===== src/rtl/popcount_accumulator.sv =====
// Two-stage popcount accumulator: stage 1 counts the set bits of a beat, stage 2 sums
// the counts over a group and hands the total to a valid/ready output register.
module popcount_accumulator #(
  parameter  int WIDTH     = 8,
  parameter  int MAX_BEATS = 4,
  localparam int SUM_W     = $clog2(WIDTH*MAX_BEATS+1),
  localparam int CNT_W     = $clog2(WIDTH+1),
  localparam int BEAT_W    = $clog2(MAX_BEATS+1)
) (
  input  logic              clk,
  input  logic              reset,
  input  logic [WIDTH-1:0]  in_bits,
  input  logic              in_valid,
  input  logic              in_last,
  output logic              in_ready,
  input  logic              clear,
  output logic [SUM_W-1:0]  out_sum,
  output logic [BEAT_W-1:0] out_beats,
  output logic              out_ovf,
  output logic              out_valid,
  input  logic              out_ready
);

  logic              advance;
  logic [CNT_W-1:0]  beat_cnt;

  logic              s1_valid;
  logic [CNT_W-1:0]  s1_cnt;
  logic              s1_last;

  logic [SUM_W-1:0]  acc;
  logic [BEAT_W-1:0] beats;
  logic              grp_ovf;

  logic [SUM_W:0]    acc_wide;
  logic [SUM_W-1:0]  acc_sat;
  logic              at_max;
  logic [BEAT_W-1:0] beats_next;
  logic              ovf_next;
  logic              complete;

  // The whole pipeline freezes only while a finished result waits for its consumer.
  assign advance  = !(out_valid && !out_ready);
  assign in_ready = advance;

  always_comb begin
    beat_cnt = '0;
    for (int i = 0; i < WIDTH; i++) begin
      beat_cnt = beat_cnt + CNT_W'(in_bits[i]);
    end
  end

  always_ff @(posedge clk or posedge reset) begin
    if (reset) begin
      s1_valid <= 1'b0;
      s1_cnt   <= '0;
      s1_last  <= 1'b0;
    end else if (advance) begin
      s1_valid <= in_valid;
      s1_cnt   <= in_valid ? beat_cnt : '0;
      s1_last  <= in_valid && in_last;
    end
  end

  // One extra bit on the sum exposes overflow; beat overflow is a count already at MAX_BEATS.
  always_comb begin
    acc_wide   = {1'b0, acc} + (SUM_W+1)'(s1_cnt);
    acc_sat    = acc_wide[SUM_W] ? '1 : acc_wide[SUM_W-1:0];
    at_max     = (beats == BEAT_W'(MAX_BEATS));
    beats_next = at_max ? beats : beats + BEAT_W'(1);
    ovf_next   = grp_ovf || acc_wide[SUM_W] || at_max;
    complete   = s1_valid && s1_last && !clear;
  end

  always_ff @(posedge clk or posedge reset) begin
    if (reset) begin
      acc     <= '0;
      beats   <= '0;
      grp_ovf <= 1'b0;
    end else if (advance) begin
      if (clear || complete) begin
        acc     <= '0;
        beats   <= '0;
        grp_ovf <= 1'b0;
      end else if (s1_valid) begin
        acc     <= acc_sat;
        beats   <= beats_next;
        grp_ovf <= ovf_next;
      end
    end
  end

  // A new completion may overwrite a result on the same edge it is being consumed.
  always_ff @(posedge clk or posedge reset) begin
    if (reset) begin
      out_valid <= 1'b0;
      out_sum   <= '0;
      out_beats <= '0;
      out_ovf   <= 1'b0;
    end else if (advance) begin
      out_valid <= complete;
      if (complete) begin
        out_sum   <= acc_sat;
        out_beats <= beats_next;
        out_ovf   <= ovf_next;
      end
    end
  end

endmodule


===== config.mk =====
export PLATFORM = sky130hd
export DESIGN_NAME = popcount_accumulator
export DESIGN_NICKNAME = d
export VERILOG_FILES = /design/src/rtl/popcount_accumulator.sv
export SDC_FILE = /design/constraint.sdc
export NUM_CORES = 1
export LEC_CHECK = 0
export ABC_AREA = 1
export ABC_CLOCK_PERIOD_IN_PS = 2900
export BUFFER_PORTS_ARGS = -buffer_cell sky130_fd_sc_hd__buf_2
export CAP_MARGIN = 20
export CORE_MARGIN = 8
export CORE_UTILIZATION = 25
export DETAILED_ROUTE_END_ITERATION = 10
export PLACE_DENSITY = 0.45
export SLEW_MARGIN = 20
export SYNTH_ARGS = -nofsm -noshare
export SYNTH_HDL_FRONTEND = slang
export SYNTH_SLANG_ARGS = --single-unit

===== constraint.sdc =====
create_clock -name clk -period 2.9 [get_ports clk]
set_input_delay 0.145 -clock clk [delete_from_list [all_inputs] [get_ports clk]]
set_output_delay 0.145 -clock clk [all_outputs]
set_load 0.1 [all_outputs]

# Word-level counts from Yosys, hierarchy flattened

Cells that the tools add are included.

Register bits: 27
Output and inout port bits: 12
Word-level logic and storage cells: 43

Add/subtract/negate cells: 9
Equal/unequal tests: 1
Mux-type cells: 9
Bitwise gates (word level): 1
Reduce and logical (&&, ||, !) cells: 13

Operators with widths:

| operator                                     | number |
|---|---|
| two-way mux 6 bit                            | 3 |
| adder 4 x 1 -> 4 bit                         | 4 |
| two-way mux 3 bit                            | 3 |
| adder 6 x 4 -> 7 bit                         | 1 |
| adder 3 x 1 -> 4 bit                         | 1 |
| logical AND 1 bit                            | 4 |
| two-way mux 4 bit                            | 1 |
| AND reduction 2 bit                          | 2 |
| adder 2 x 1 -> 3 bit                         | 1 |
| adder 3 x 1 -> 3 bit (second input constant) | 1 |
| == test 3 bit (second input constant)        | 1 |
| logical NOT 1 bit                            | 3 |
| logical OR 1 bit                             | 3 |
| adder 1 x 1 -> 2 bit                         | 1 |
| two-way mux 1 bit                            | 2 |
| nonzero test 2 bit                           | 1 |
| NOT 1 bit                                    | 1 |

# Longest topological paths before layout

Depth in word-level cells: 8
Depth in mapped cells: 10
Gate-level depth less buffers: 10

# Worst setup path after synthesis

No wires, ideal clock.

Path type: in2reg
Start: in in_bits[0]
End: reg s1_cnt[2]
Setup time: 0.083 ns
Arrival time: 2.491 ns
Data required time: 2.817 ns
Path slack: 0.326 ns
Cell stages on the path: 10
Cells stage by stage: fa_1 > inv_1 > fa_1 > fa_1 > inv_1 > ha_1 > inv_1 > fa_1 > xor2_1 > o21ai_0

Cells in the longest elaborated chain, start to end: 8

RTL lines:

| element                           | RTL line | text |
|---|---|---|
| start: declaration                | 12       | `input logic [WIDTH-1:0] in_bits,` |
| adder 1 x 1 -> 2 bit              | 49       | `beat_cnt = beat_cnt + CNT_W'(in_bits[i]);` |
| adder 2 x 1 -> 3 bit              | 49       |  |
| adder 3 x 1 -> 4 bit              | 49       |  |
| adder 4 x 1 -> 4 bit (4 in a row) | 49       |  |
| two-way mux 4 bit                 | 60       | `s1_cnt <= in_valid ? beat_cnt : '0;` |
| end signal: assignment            | 60       |  |
| end: declaration                  | 28       | `logic [CNT_W-1:0] s1_cnt;` |

No other way between the ends.
A chain may end at the register's enable or synchronous reset.

# Final worst setup path

Ends and elaborated chain as after synthesis.

==> flow_metrics.env <==
export IMPL_end_kind="flip-flop"
export IMPL_placed_cell_area_mm2=0.00174
export IMPL_viasPerCell=4.19
export IMPL_port_buffers=25
export IMPL_synthAdderAreaFrac=0.140
export IMPL_seq_area_frac_synth=0.444
export IMPL_cts_buffer_depth=2
export IMPL_synthesis_nets=203
export IMPL_synth_top_family_by_area="simple AND/OR/NAND/NOR gates"
export IMPL_regArea_um2=676
export IMPL_slowest_stage="fa_1"
export IMPL_synthTopCellsByArea="dfrtp_1 44%, nand2_1 14%, ha_1 7.4%"
export IMPL_fin_crit_sh=0.847
export IMPL_diodes=0
export IMPL_cts_setup_buffers=0
export IMPL_multiInputGateArea_um2=717
export IMPL_p_leak_uw=0.000969
export IMPL_place_congestion=0.699
export IMPL_numCtsBuffers=3
export IMPL_relSlewSlack=0.584
export IMPL_fin_setup_tns_ns=0
export IMPL_synth_top_area_share=0.444
export IMPL_nFillCells=651
export IMPL_required_ns=3.10
export IMPL_syn_area_mm2=0.00152
export IMPL_power_per_cell_area_mw_per_mm2=675
export IMPL_ys_types=24
export IMPL_grt_max_degree=28
export IMPL_cp_cell_sequence="buf_2 > fa_1 > inv_1 > fa_1 > fa_1 > inv_1 > ha_1 > inv_1 > fa_1 > xor2_1 > o21ai_0"
export IMPL_grt_pass1_vias=1246
export IMPL_via_count=1172
export IMPL_dp_final_hpwl_um=2450
export IMPL_avgSynthCellArea_um2=8.69
export IMPL_clk_pin_slew_worst_paths_ns=0.10
export IMPL_grt_overflow=0
export IMPL_die_area_mm2=0.00883
export IMPL_cts_sinks=27
export IMPL_grt_use_total=0.0814
export IMPL_rsz0062_at_grt="no"
export IMPL_synth_warnings=0
export IMPL_cts_resized_gates=0
export IMPL_place_inst=275
export IMPL_area_delta_synth_final_pct=17.9
export IMPL_clock_skew_ns=0.00532
export IMPL_initial_core_util=0.258
export IMPL_first_pass_iters=4
export IMPL_arrival_ns=2.66
export IMPL_core_mm2=0.00589
export IMPL_die_w_um=94.0
export IMPL_crit_buf_inv=4
export IMPL_wl_per_cell_um=11.5
export IMPL_drc=0
export IMPL_htreeDepth=1
export IMPL_period_needed_ns=2.46
export IMPL_drv_slew=0
export IMPL_max_vdd_ir_drop_mv=0.312
export IMPL_startpoint_type="input pin"
export IMPL_yosysTopAreaCell="dfrtp_1"
export IMPL_die_h_um=94.0
export IMPL_cp_common_cell="fa_1"
export IMPL_grt_pass1_wl_um=5800
export IMPL_netlist_instances=175
export IMPL_fin_nets=234
export IMPL_synth_seq_cells=27
export IMPL_cts_tree="done"
export IMPL_synth_xor_area_frac=0.0173
export IMPL_instances_no_fill=280
export IMPL_drt_iter0_drc=42
export IMPL_synth_compound_area_frac=0.0864
export IMPL_critical_path_class="input pin to flip-flop"
export IMPL_cts_hold_buf=1
export IMPL_antenna_found_initial=0
export IMPL_rows=28
export IMPL_crit_fanout=2
export IMPL_finish_utilization=0.304
export IMPL_fin_area_mm2=0.00179
export IMPL_tightest_slew_ns=0.620
export IMPL_clock_fmax_ghz=0.407
export IMPL_pin_count=26
export IMPL_hold_viol=0
export IMPL_cap_violations=0
export IMPL_critPathMaxStageDelay_ns=0.52
export IMPL_totalWireLength_um=3210
export IMPL_synthMuxAreaShare=0
export IMPL_cp_top_family="adder cells"
export IMPL_setup_viol_count_final=0
export IMPL_ant_nets=0
export IMPL_status="complete, no violations"
export IMPL_hp_class="input pin to flip-flop"
export IMPL_synth_simple_area_share=0.228
export IMPL_clk_latency_ns=0.28
export IMPL_drive_gt1_frac=0.215
export IMPL_root_buffer="clkbuf_8"
[synth_stat cells, drive strengths merged]
cell type,count
inv,31
o21ai,12
xor2,2
dfrtp,27
a31oi,3
a21oi,3
nor2,8
fa,5
ha,9
a22o,1
or2,1
xnor2,1
o22ai,2
nand2,59
nand3,9
buf,1
nor4,1
[power breakdown]
group / leakage, uW / switching [uW] / total, uW / internal (uW)
registers: 0.000358 / 29.9 / 463 / 433
logic: 0.000586 / 408 / 527 / 119
clock network: 0.0000255 / 123 / 220 / 96.4
total: 0.000969 / 561 / 1210 / 648
[per-stage QoR]
step	hold WS [ns]	setup WS (ns)	total power [uW]
after floorplan	0.198	0.326	905
after global placement	0.237	0.169	999
after detailed placement	0.235	0.147	1000
after CTS	0.0506	0.441	1230
after global routing	0.0609	0.328	1290
final	0.0566	0.445	1210
[path summary, 6_finish.rpt]
check	slack, ns	depth (start not counted)	from	end
min in group asynchronous	0.46	4	reset	out_valid
hold / removal	0.06	3	in_last	s1_last
setup reg to reg	1.00	10	s1_cnt[0]	out_sum[2]
max in group asynchronous	2.17	4	reset	acc[5]
hold reg to reg	0.48	2	out_sum[2]	out_sum[2]
setup / recovery	0.44	11	in_bits[0]	s1_cnt[2]
[sequential cells by signal, indices dropped and copies added, names as in the netlist]
name and count:
out_sum 6, out_ovf 1, s1_cnt 4, s1_last 1, beats 3, out_valid 1
s1_valid 1, acc 6, out_beats 3, grp_ovf 1
[cell families (layout without fill, tap and decap cells)]
kind of cell             count (synthesis)  in the layout
AO/OA/AOI/OAI                           21             21
XOR/XNOR                                 3              3
adder cells (fa/ha/maj)                 14             14
buffers and inverters                   32             62
flip-flops                              27             27
AND/OR/NAND/NOR                         78             78
[cell usage in the layout (no fill, tap or decap), types with 2 or more instances in the layout]
cell type / count
a21oi_1: 2
a31oi_2: 2
buf_2: 25
clkbuf_8: 3
dfrtp_1: 27
fa_1: 5
ha_1: 9
inv_1: 25
inv_2: 6
nand2_1: 58
nand3_1: 8
nor2_1: 6
nor2_4: 2
o21ai_0: 5
o21ai_1: 7
o22ai_1: 2
xor2_1: 2
[area by class of cell]
| type | instances | share of cell area |
|---|---|---|
| repair buffers | 27 | 0.0796 |
| flip-flops and latches | 27 | 0.377 |
| clock inverters | 1 | 0.00279 |
| multi-input cells | 116 | 0.400 |
| clock buffers | 3 | 0.0230 |
| inverters | 31 | 0.0649 |
| well taps | 75 | 0.0524 |
[metal layers]
metal,track usage,share of wire,up-vias
li1,-,-,602
met4,0.0277,0.012,0
met2,0.127,0.42,21
met3,0.0176,0.052,4
met5,0,0,-
met1,0.108,0.51,545
[tightest hold or removal path, cell delays in order]
cell	delay, ns
buf_2	0.07
nand2_1	0.04
nand2_1	0.05
(Power assumes the default switching activity.)
